<file path="src/rtl/dff_pipe_if.sv">
// Handshake bundle for dff_pipe: upstream valid/ready/data, flush, downstream valid/ready/data.
// The DUT attaches through the slave modport; the environment drives through master.
interface dff_pipe_if #(
  parameter int unsigned WIDTH = 16
);
  logic             in_valid;
  logic [WIDTH-1:0] in_data;
  logic             in_ready;
  logic             flush;
  logic             out_valid;
  logic [WIDTH-1:0] out_data;
  logic             out_ready;

  modport master (
    output in_valid, in_data, flush, out_ready,
    input  in_ready, out_valid, out_data
  );

  modport slave (
    input  in_valid, in_data, flush, out_ready,
    output in_ready, out_valid, out_data
  );
endinterface

</file>
<file path="src/rtl/dff_pipe.sv">
// Elastic register pipeline of DEPTH stages with valid/ready handshake, bubble collapse and flush.
// Define DFF_PIPE_COUNT_EN to add the registered occupancy output.
module dff_pipe #(
  parameter int unsigned WIDTH = 16,
  parameter int unsigned DEPTH = 3
) (
  input  logic clk,
  input  logic rst_n,
  dff_pipe_if.slave bus
`ifdef DFF_PIPE_COUNT_EN
  ,
  output logic [$clog2(DEPTH+1)-1:0] occupancy
`endif
);

  logic [DEPTH-1:0]            v_c;
  logic [DEPTH-1:0]            adv_c;
  logic [DEPTH-1:0]            nv_c;
  logic [DEPTH-1:0][WIDTH-1:0] data_c;
  logic                        in_ready_c;

  // A stall reaches stage 0 only when every stage is full and downstream refuses.
  assign in_ready_c    = bus.out_ready | ~(&v_c);
  assign bus.in_ready  = in_ready_c;
  assign bus.out_valid = v_c[DEPTH-1];
  assign bus.out_data  = data_c[DEPTH-1];

  for (genvar g = 0; g < int'(DEPTH); g++) begin : g_stage
    logic [WIDTH-1:0] d_q;
    logic             vld_q;
    logic             ld_c;
    logic [WIDTH-1:0] src_c;

    if (g == 0) begin : g_head
      assign ld_c  = bus.in_valid & in_ready_c & ~bus.flush;
      assign src_c = bus.in_data;
    end else begin : g_body
      assign ld_c  = adv_c[g-1] & ~bus.flush;
      assign src_c = data_c[g-1];
    end

    // A stage advances when its word can move into a free or vacating slot ahead.
    if (g == int'(DEPTH) - 1) begin : g_last
      assign adv_c[g] = vld_q & bus.out_ready;
    end else begin : g_mid
      assign adv_c[g] = vld_q & (bus.out_ready | ~(&v_c[DEPTH-1:g+1]));
    end

    assign nv_c[g]   = ~bus.flush & (ld_c | (vld_q & ~adv_c[g]));
    assign v_c[g]    = vld_q;
    assign data_c[g] = d_q;

    always_ff @(posedge clk or negedge rst_n) begin
      if (!rst_n) begin
        d_q   <= '0;
        vld_q <= 1'b0;
      end else begin
        if (ld_c) d_q <= src_c;
        vld_q <= nv_c[g];
      end
    end
  end

`ifdef DFF_PIPE_COUNT_EN
  localparam int unsigned CNT_W = $clog2(DEPTH+1);
  logic [CNT_W-1:0] occ_q;

  // Count follows the next-state valid bits so it lines up with out_valid.
  always_ff @(posedge clk or negedge rst_n) begin
    if (!rst_n) occ_q <= '0;
    else        occ_q <= CNT_W'($countones(nv_c));
  end

  assign occupancy = occ_q;
`endif

endmodule
</file>
<file path="src/flat_wrapper.sv">
// flat-port wrapper written by rule: the top's interface ports become plain ports
module dff_pipe_flat 
#(
  parameter int unsigned WIDTH = 16,
  parameter int unsigned DEPTH = 3
)
  (clk, rst_n, bus_in_valid, bus_in_data, bus_flush, bus_out_ready, bus_in_ready, bus_out_valid, bus_out_data);
  dff_pipe_if #(.WIDTH(WIDTH)) bus_i ();
  input  logic clk;
  input  logic rst_n;
  input wire logic [$bits(bus_i.in_valid)-1:0] bus_in_valid;
  input wire logic [$bits(bus_i.in_data)-1:0] bus_in_data;
  input wire logic [$bits(bus_i.flush)-1:0] bus_flush;
  input wire logic [$bits(bus_i.out_ready)-1:0] bus_out_ready;
  output wire logic [$bits(bus_i.in_ready)-1:0] bus_in_ready;
  output wire logic [$bits(bus_i.out_valid)-1:0] bus_out_valid;
  output wire logic [$bits(bus_i.out_data)-1:0] bus_out_data;
  assign bus_i.in_valid = bus_in_valid;
  assign bus_i.in_data = bus_in_data;
  assign bus_i.flush = bus_flush;
  assign bus_i.out_ready = bus_out_ready;
  assign bus_in_ready = bus_i.in_ready;
  assign bus_out_valid = bus_i.out_valid;
  assign bus_out_data = bus_i.out_data;
  dff_pipe #(.WIDTH(WIDTH), .DEPTH(DEPTH)) u_core (.clk(clk), .rst_n(rst_n), .bus(bus_i));
endmodule
</file>
<file path="config.mk">
export PLATFORM = sky130hd
export DESIGN_NAME = dff_pipe_flat
export DESIGN_NICKNAME = d
export VERILOG_FILES = /design/src/rtl/dff_pipe_if.sv /design/src/rtl/dff_pipe.sv /design/src/flat_wrapper.sv
export SDC_FILE = /design/constraint.sdc
export NUM_CORES = 1
export LEC_CHECK = 0
export ABC_AREA = 1
export BUFFER_PORTS_ARGS = -buffer_cell sky130_fd_sc_hd__buf_2
export CAP_MARGIN = 30
export CORE_MARGIN = 2
export CORE_UTILIZATION = 49
export DETAILED_ROUTE_END_ITERATION = 8
export HOLD_SLACK_MARGIN = 0.15
export PLACE_DENSITY = 0.74
export SLEW_MARGIN = 40
export SYNTH_ARGS = -nofsm -noshare
export SYNTH_HDL_FRONTEND = slang
export SYNTH_SLANG_ARGS = --single-unit
</file>
<file path="constraint.sdc">
create_clock -name clk -period 1.3 [get_ports clk]
set_input_delay 0.39 -clock clk [delete_from_list [all_inputs] [get_ports clk]]
set_output_delay 0.39 -clock clk [all_outputs]
set_load 0.005 [all_outputs]
</file>
==> results of run 1 <==
-- report_power, final --
group / internal [W] / total (W) / switching (W) / leakage [nW]
combinational: 0.000252 / 0.000539 / 0.000288 / 0.735
sequential: 0.00187 / 0.00202 / 0.000157 / 0.654
clock: 0.000436 / 0.000932 / 0.000496 / 0.0484
total: 0.00255 / 0.00349 / 0.000941 / 1.44
-- area by class of cell --
class	count	area share [%]
multi-input cells	156	29.5
clock inverters	1	0.342
inverters	4	0.587
clock buffers	7	3.37
repair buffers	52	13.8
well taps	50	2.44
flip-flops and latches	51	49.9
-- kinds of logic after synthesis --
family | synth area share [%]
AOI/OAI and AO/OA | 0.709
buffers and inverters | 4.43
DFF | 60.3
and+or+nand+nor | 34.6
-- through the flow --
stage	cells	setup TNS (ns)
after floorplan	221	0
after CTS	320	-0.108
after global routing	321	-0.155
after detailed placement	309	-0.148
final	321	-0.0798
after global placement	309	-0.00388
-- critical path, delay by kind of cell, from the launching register on --
kind	cells	cell delay, ns
buffers and inverters	1	0.14
DFF	1	0.43
and+or+nand+nor	1	0.12
-- registers in the layout, summed over array words and instances, names as in the netlist --
name                  cells
u_core.g_stage.vld_q      2
u_core.g_stage.d_q       32
u_core.bus.out_valid      1
u_core.bus.out_data      16
-- how the worst max path moves through the flow --
| stage | slack, ns | depth (start not counted) | start | end |
|---|---|---|---|---|
| after floorplan | 0.03 | 3 | bus_out_ready | bus_in_ready |
| after global placement | -0.004 | 4 | bus_out_ready | bus_in_ready |
| after detailed placement | -0.02 | 7 | bus_out_ready | u_core.g_stage[0].d_q[9] |
| after CTS | -0.10 | 2 | u_core.bus.out_valid | bus_in_ready |
| after global routing | -0.13 | 2 | u_core.bus.out_valid | bus_in_ready |
| final | -0.08 | 2 | u_core.bus.out_valid | bus_in_ready |
-- timing repair --
action,in CTS,in global routing
gates cloned,0,0
buffers inserted,2,1
gates resized for setup,1,2
endpoints found under the setup margin,2,7
pin swaps,1,0
endpoints found under the hold margin,51,0
hold buffers,1,0
-- per-layer routing --
layer  up-vias  global-route usage, %
li1        814                      -
met1       729                   23.7
met2        33                   29.6
met3         6                   4.07
met4         0                   7.05
met5         -                      0
-- cell usage after synthesis --
cell,count
nand2_1,96
dfrtp_1,51
nand3_1,48
buf_4,4
a21oi_1,3
buf_2,3
buf_6,3
inv_1,3
nand2_4,3
nor2_8,3
inv_2,1
nand2_2,1
nand3_2,1
nand4_4,1
==> metrics.md, run 1 <==
| Metric | Value |
|---|---|
| Clk sinks | 51 |
| Max-Cap Viols | 0 |
| CTS tree | built |
| Final Hold Fails | 0 |
| Violated checks | setup timing |
| Total Wirelength | just under 4 mm |
| Die area | just under 5000 sq um |
| Yosys warnings | 0 |
| #FFs+latches synth | 51 |
| Vias | 1582 |
| Status | finished with violations |
| Io pins | 39 |
| Final Setup Violations | 1 |
| Syn Nets | 242 |
| Vias per std cell | 4.93 |
| Drt drc | 0 |
| WHS Endpoint | u_core.g_stage[0].d_q[14] |
| Share of cells above drive strength 1 | 25.5% |
| PnR worst setup slack | -0.0798 ns |
| CP Class | reg2out |
| Total grt overflow | 0 |
| Most common cell after layout, fill and taps aside | nand2_1 |
| Hold Startpoint | bus_in_data[14] |
| CP arrival | 0.99 ns |
| Final Cycle Share | 106% |
| Die height | 69.7 um |
| Top sig layer | met4 |
| Final Cell Area | 2560 sq um |
| Synthesis-to-finish area growth | 20.9% |
| Reg2reg setup slack | 0.12 ns |
| Top cell type's share of synthesized area | roughly three fifths |
| WL per Instance | 12.0 um |
| Max-slew violations | 0 |
| Detailed Routing Iterations Pass 1 | 4 |
| Static Leak | 1.44 nW |
| FMAX | 725 MHz |
| Slew Limit Headroom | roughly three quarters |
| Total Power | 0.00349 W |
| Initial Utilization | 51.8% |
| Gr usage total | 18.1% |
| Global-route wire length before repair | 7.02 mm |
| IO Port Bufs | 38 |
| RSZ-0062 raised after global routing | yes |
| Hold WS | 0.309 ns |
| Post-Syn Instances | 221 |
| CTS H-tree lvls | 2 |
| RR Endpoint | u_core.g_stage[0].d_q[2] |
| P per Cell Area | about 1400 nW/um^2 |
| Initial antenna violation count | 0 |
| Starting DRT DRC Count | 97 |
| Rows | 23 |
| Crit end category | primary output |
| Fillers | 361 |
| Start of the worst register-to-register path | u_core.bus.out_valid |
| Met2 routed WL | about 1.8 mm |
| CP Max Fanout | 4 |
| Worst-path clk slew | 0.09 ns |
| RD Place Congestion | roughly 0.77 |
| Unique masters post-synth | 14 |
| Register area share after synthesis | 60.3% |
| Largest net degree at the start of global routing | 52 |
| Final Core Density | 62.6% |
| Avg Cell Area, Syn | 9.58 sq um |
| Vias in the first global route | 1566 |
| Synth area leader | dfrtp_1 |
| Data required, critical path | 0.91 ns |
| Place WS | -0.0195 ns |
| M1 WL | 1.82 mm |
| Post-Syn Area | 2120 sq um |
| Hold path depth | 3 |
| Worst-skew pair later-pin latency | 0.30 ns |
| Reg2Reg Depth | 6 |
| Die X | roughly 70 um |
| TritonCTS buffer count | 5 |
| Core area | 4090 sq um |
| Root Driver | clkbuf_8 |
| Sequential cell area | 1280 sq um |
| Crit-path cells | nand4_4, buf_6 |
| Peak supply drop | 0.716 mV |
| Worst-margin pin slew | around 0.35 ns |
| Worst setup SP type | flip-flop |
| Routed Antenna Nets | 0 |
| Nets | 291 |
| Multi-input gate area | between 700 and 800 sq um |
| Min-delay worst type | in2reg |
| Met3 WL | roughly 160 um |
| Critical-path top delay cell | dfrtp_2 |
| Clock Tree Buf Depth | 2 |
| CP max stage delay | 0.43 ns |
| Post-DP HPWL | 2.76 mm |
| N_diodes | 0 |
| Area contributors post-synth | dfrtp_1 60%, nand2_1 17%, nand3_1 11%, nor2_8 2.8%, buf_6 1.6% |
| Fin Clk Skew | 0.00505 ns |
| Commonest cells after routing, fill and taps aside | 96 x nand2_1, 50 x dfrtp_1, 48 x nand3_1 |
| Placed cell areas | around 2400 sq um |
| Period minus WS final | ~1.4 ns |
(Power assumes the default switching activity.)
==> inputs of run 2 (changes only) <==
--- a/config.mk
+++ b/config.mk
@@ -11,6 +11,7 @@
 export CORE_MARGIN = 2
 export CORE_UTILIZATION = 49
 export DETAILED_ROUTE_END_ITERATION = 8
+export GPL_TIMING_DRIVEN = 0
 export HOLD_SLACK_MARGIN = 0.15
 export PLACE_DENSITY = 0.74
 export SLEW_MARGIN = 40
==> metrics.md, run 2 (synthesized netlist as in run 1, its figures left out) <==
| Metric | Value |
|---|---|
| Status | finished with violations |
| Violated checks | setup timing |
| Initial antenna violation count | 0 (unchanged) |
| Core area | 4090 sq um (unchanged) |
| Worst-margin pin slew | 0.616 ns (+0.263 ns) |
| Static Leak | 1.40 nW (-2.4%) |
| N_diodes | 0 (unchanged) |
| Worst-skew pair later-pin latency | 0.30 ns (about the same) |
| Total grt overflow | 0 (unchanged) |
| Final Setup Violations | 1 (unchanged) |
| CP Max Fanout | 3 (-1) |
| Die height | 69.7 um (unchanged) |
| RD Place Congestion | 0.757 (-1.6%) |
| Initial Utilization | 51.8% (unchanged) |
| Die X | 69.7 um (unchanged) |
| FMAX | 730 MHz (+0.79%) |
| Slew Limit Headroom | 58.9% (-18 points) |
| Vias | 1538 (-2.8%) |
| TritonCTS buffer count | 5 (unchanged) |
| Sequential share of power | 59.4% (+1.5 points) |
| Total Power | 0.00340 W (-2.7%) |
| Peak supply drop | 0.640 mV (-11%) |
| Starting DRT DRC Count | 73 (-25%) |
| Gr usage total | 16.4% (-1.8 points) |
| Worst-path clk slew | 0.09 ns (about the same) |
| Max-Cap Viols | 0 (unchanged) |
| CTS H-tree lvls | 2 (unchanged) |
| Fillers | 394 (+9.1%) |
| Post-DP HPWL | 2.70 mm (-2.1%) |
| Final Core Density | 60.7% (-1.9 points) |
| Period minus WS final | 1.37 ns (-0.0108 ns) |
| Vias per std cell | 4.85 (-1.6%) |
| Routed Antenna Nets | 0 (unchanged) |
| Hold WS | 0.312 ns (+0.00308 ns) |
| Share of cells above drive strength 1 | 25.1% (-0.37 points) |
| Root Driver | clkbuf_8 |
| Io pins | 39 (unchanged) |
| Multi-input gate area | 747 sq um (-1.2%) |
| Detailed Routing Iterations Pass 1 | 4 (unchanged) |
| Max reg flops | 32 (unchanged) |
| Largest net degree at the start of global routing | 52 (unchanged) |
| Worst setup SP type | flip-flop |
| Fin Clk Skew | 0.00925 ns (+0.00420 ns) |
| RSZ-0062 raised after global routing | yes |
| Max-slew violations | 0 (unchanged) |
| Final Cycle Share | 105% (-0.83 points) |
| Clock Tree Buf Depth | 2 (unchanged) |
| Clk sinks | 51 (unchanged) |
| Rows | 23 (unchanged) |
| CP Class | reg2out |
| Internal | 0.00248 W (-3.0%) |
| IO Port Bufs | 37 (-2.6%) |
| CTS tree | built |
| PnR worst setup slack | -0.0690 ns (+0.0108 ns) |
| WL per Instance | 11.4 um (-4.9%) |
| P_sw | 0.000922 W (-2.0%) |
| Total Wirelength | 3.61 mm (-6.1%) |
| Commonest cells after routing, fill and taps aside | 96 x nand2_1, 49 x dfrtp_1, 48 x nand3_1 |
| Crit end category | primary output |
| Power share of the clock group | 25.1% (-1.6 points) |
| Most common cell after layout, fill and taps aside | nand2_1 |
| Data required, critical path | 0.91 ns (about the same) |
| Nets | 288 (-1.0%) |
| Drt drc | 0 (unchanged) |
| Vias in the first global route | 1447 (-7.6%) |
| Crit. Startpoint | u_core.g_stage[1].vld_q |
| Die area | 4860 sq um (unchanged) |
| Biggest register | u_core.g_stage.d_q |
| CP arrival | 0.98 ns (about the same) |
| Synthesis-to-finish area growth | 17.2% |
| Switching fraction of total power | 27.1% (+0.20 points) |
| Sequential cell area | 1280 sq um (about the same) |
| Final Hold Fails | 0 (unchanged) |
| Hold Startpoint | bus_in_data[9] |
| Start of the worst register-to-register path | u_core.g_stage[1].vld_q |
| Global-route wire length before repair | 6.42 mm (-8.5%) |
| Min-delay worst type | in2reg |
| Part of the power in combinational logic | 15.5% (about the same) |
| P per Cell Area | 1370 nW/um^2 (+0.36%) |
-- run 2: worst max-delay path, stage by stage (launching register included) --
cell and delay (ns):
dfrtp_2 0.42, nand4_4 0.13, buf_6 0.14
-- run 2: path summary, 6_finish.rpt --
| path | slack (ns) | endpoint | cells past startpoint |
|---|---|---|---|
| min in group asynchronous | 0.64 | u_core.g_stage[1].d_q[2] | 2 |
| worst min register to register | 0.47 | u_core.bus.out_data[5] | 2 |
| worst min-delay path | 0.31 | u_core.g_stage[0].d_q[9] | 3 |
| worst max register to register | 0.03 | u_core.g_stage[0].d_q[0] | 6 |
| max in group asynchronous | 0.21 | u_core.g_stage[1].vld_q | 2 |
| worst max-delay path | -0.07 | bus_in_ready | 2 |
-- run 2: final cells by class --
| class | count | area share, % |
|---|---|---|
| buffer | 9 | 3.08 |
| clock buffer | 5 | 2.77 |
| clock inverter | 2 | 0.555 |
| inverter | 4 | 0.605 |
| multi-input combinational | 156 | 30.1 |
| sequential | 51 | 51.5 |
| tap | 50 | 2.52 |
| timing repair buffer | 40 | 8.83 |
-- run 2: metrics by stage --
| stage | cell area, sq um | std cells | setup slack [ns] | TNS [ns] |
|---|---|---|---|---|
| after detailed placement | 2370 | 308 | -0.330 | -1.37 |
| after global placement | 2360 | 308 | -0.328 | -3.78 |
| final | 2480 | 317 | -0.0690 | -0.0690 |
| after CTS | 2470 | 317 | -0.0816 | -0.0816 |
| after global routing | 2480 | 317 | -0.116 | -0.489 |
| after floorplan | 2120 | 221 | 0.0293 | 0 |
-- run 2: per-layer routing --
metal,global-route usage (%),routed length (um),vias up,share of wire [%]
met1,21.9,1780,690,49
met5,0,0,-,0
met3,3.05,144,7,4.0
met2,26.6,1630,33,45
met4,6.41,61,0,1.7
li1,-,-,808,-
-- run 2: repair_timing --
item                       CTS  global route
setup endpoints to repair    2            19
hold buffers                 1             0
hold endpoints to repair    51             0
gates resized for setup      2             2
buffers inserted             2             0
pin swaps                    1             1
-- run 2: power by group through the flow --
stage	combinational, W	clock [W]	sequential [W]
finish	0.000528	0.000852	0.00202
global placement	0.000516	0	0.00204
CTS	0.000543	0.000876	0.00202
global route	0.000617	0.000938	0.00206
floorplan	0.000290	0	0.00203
detailed placement	0.000538	0	0.00205
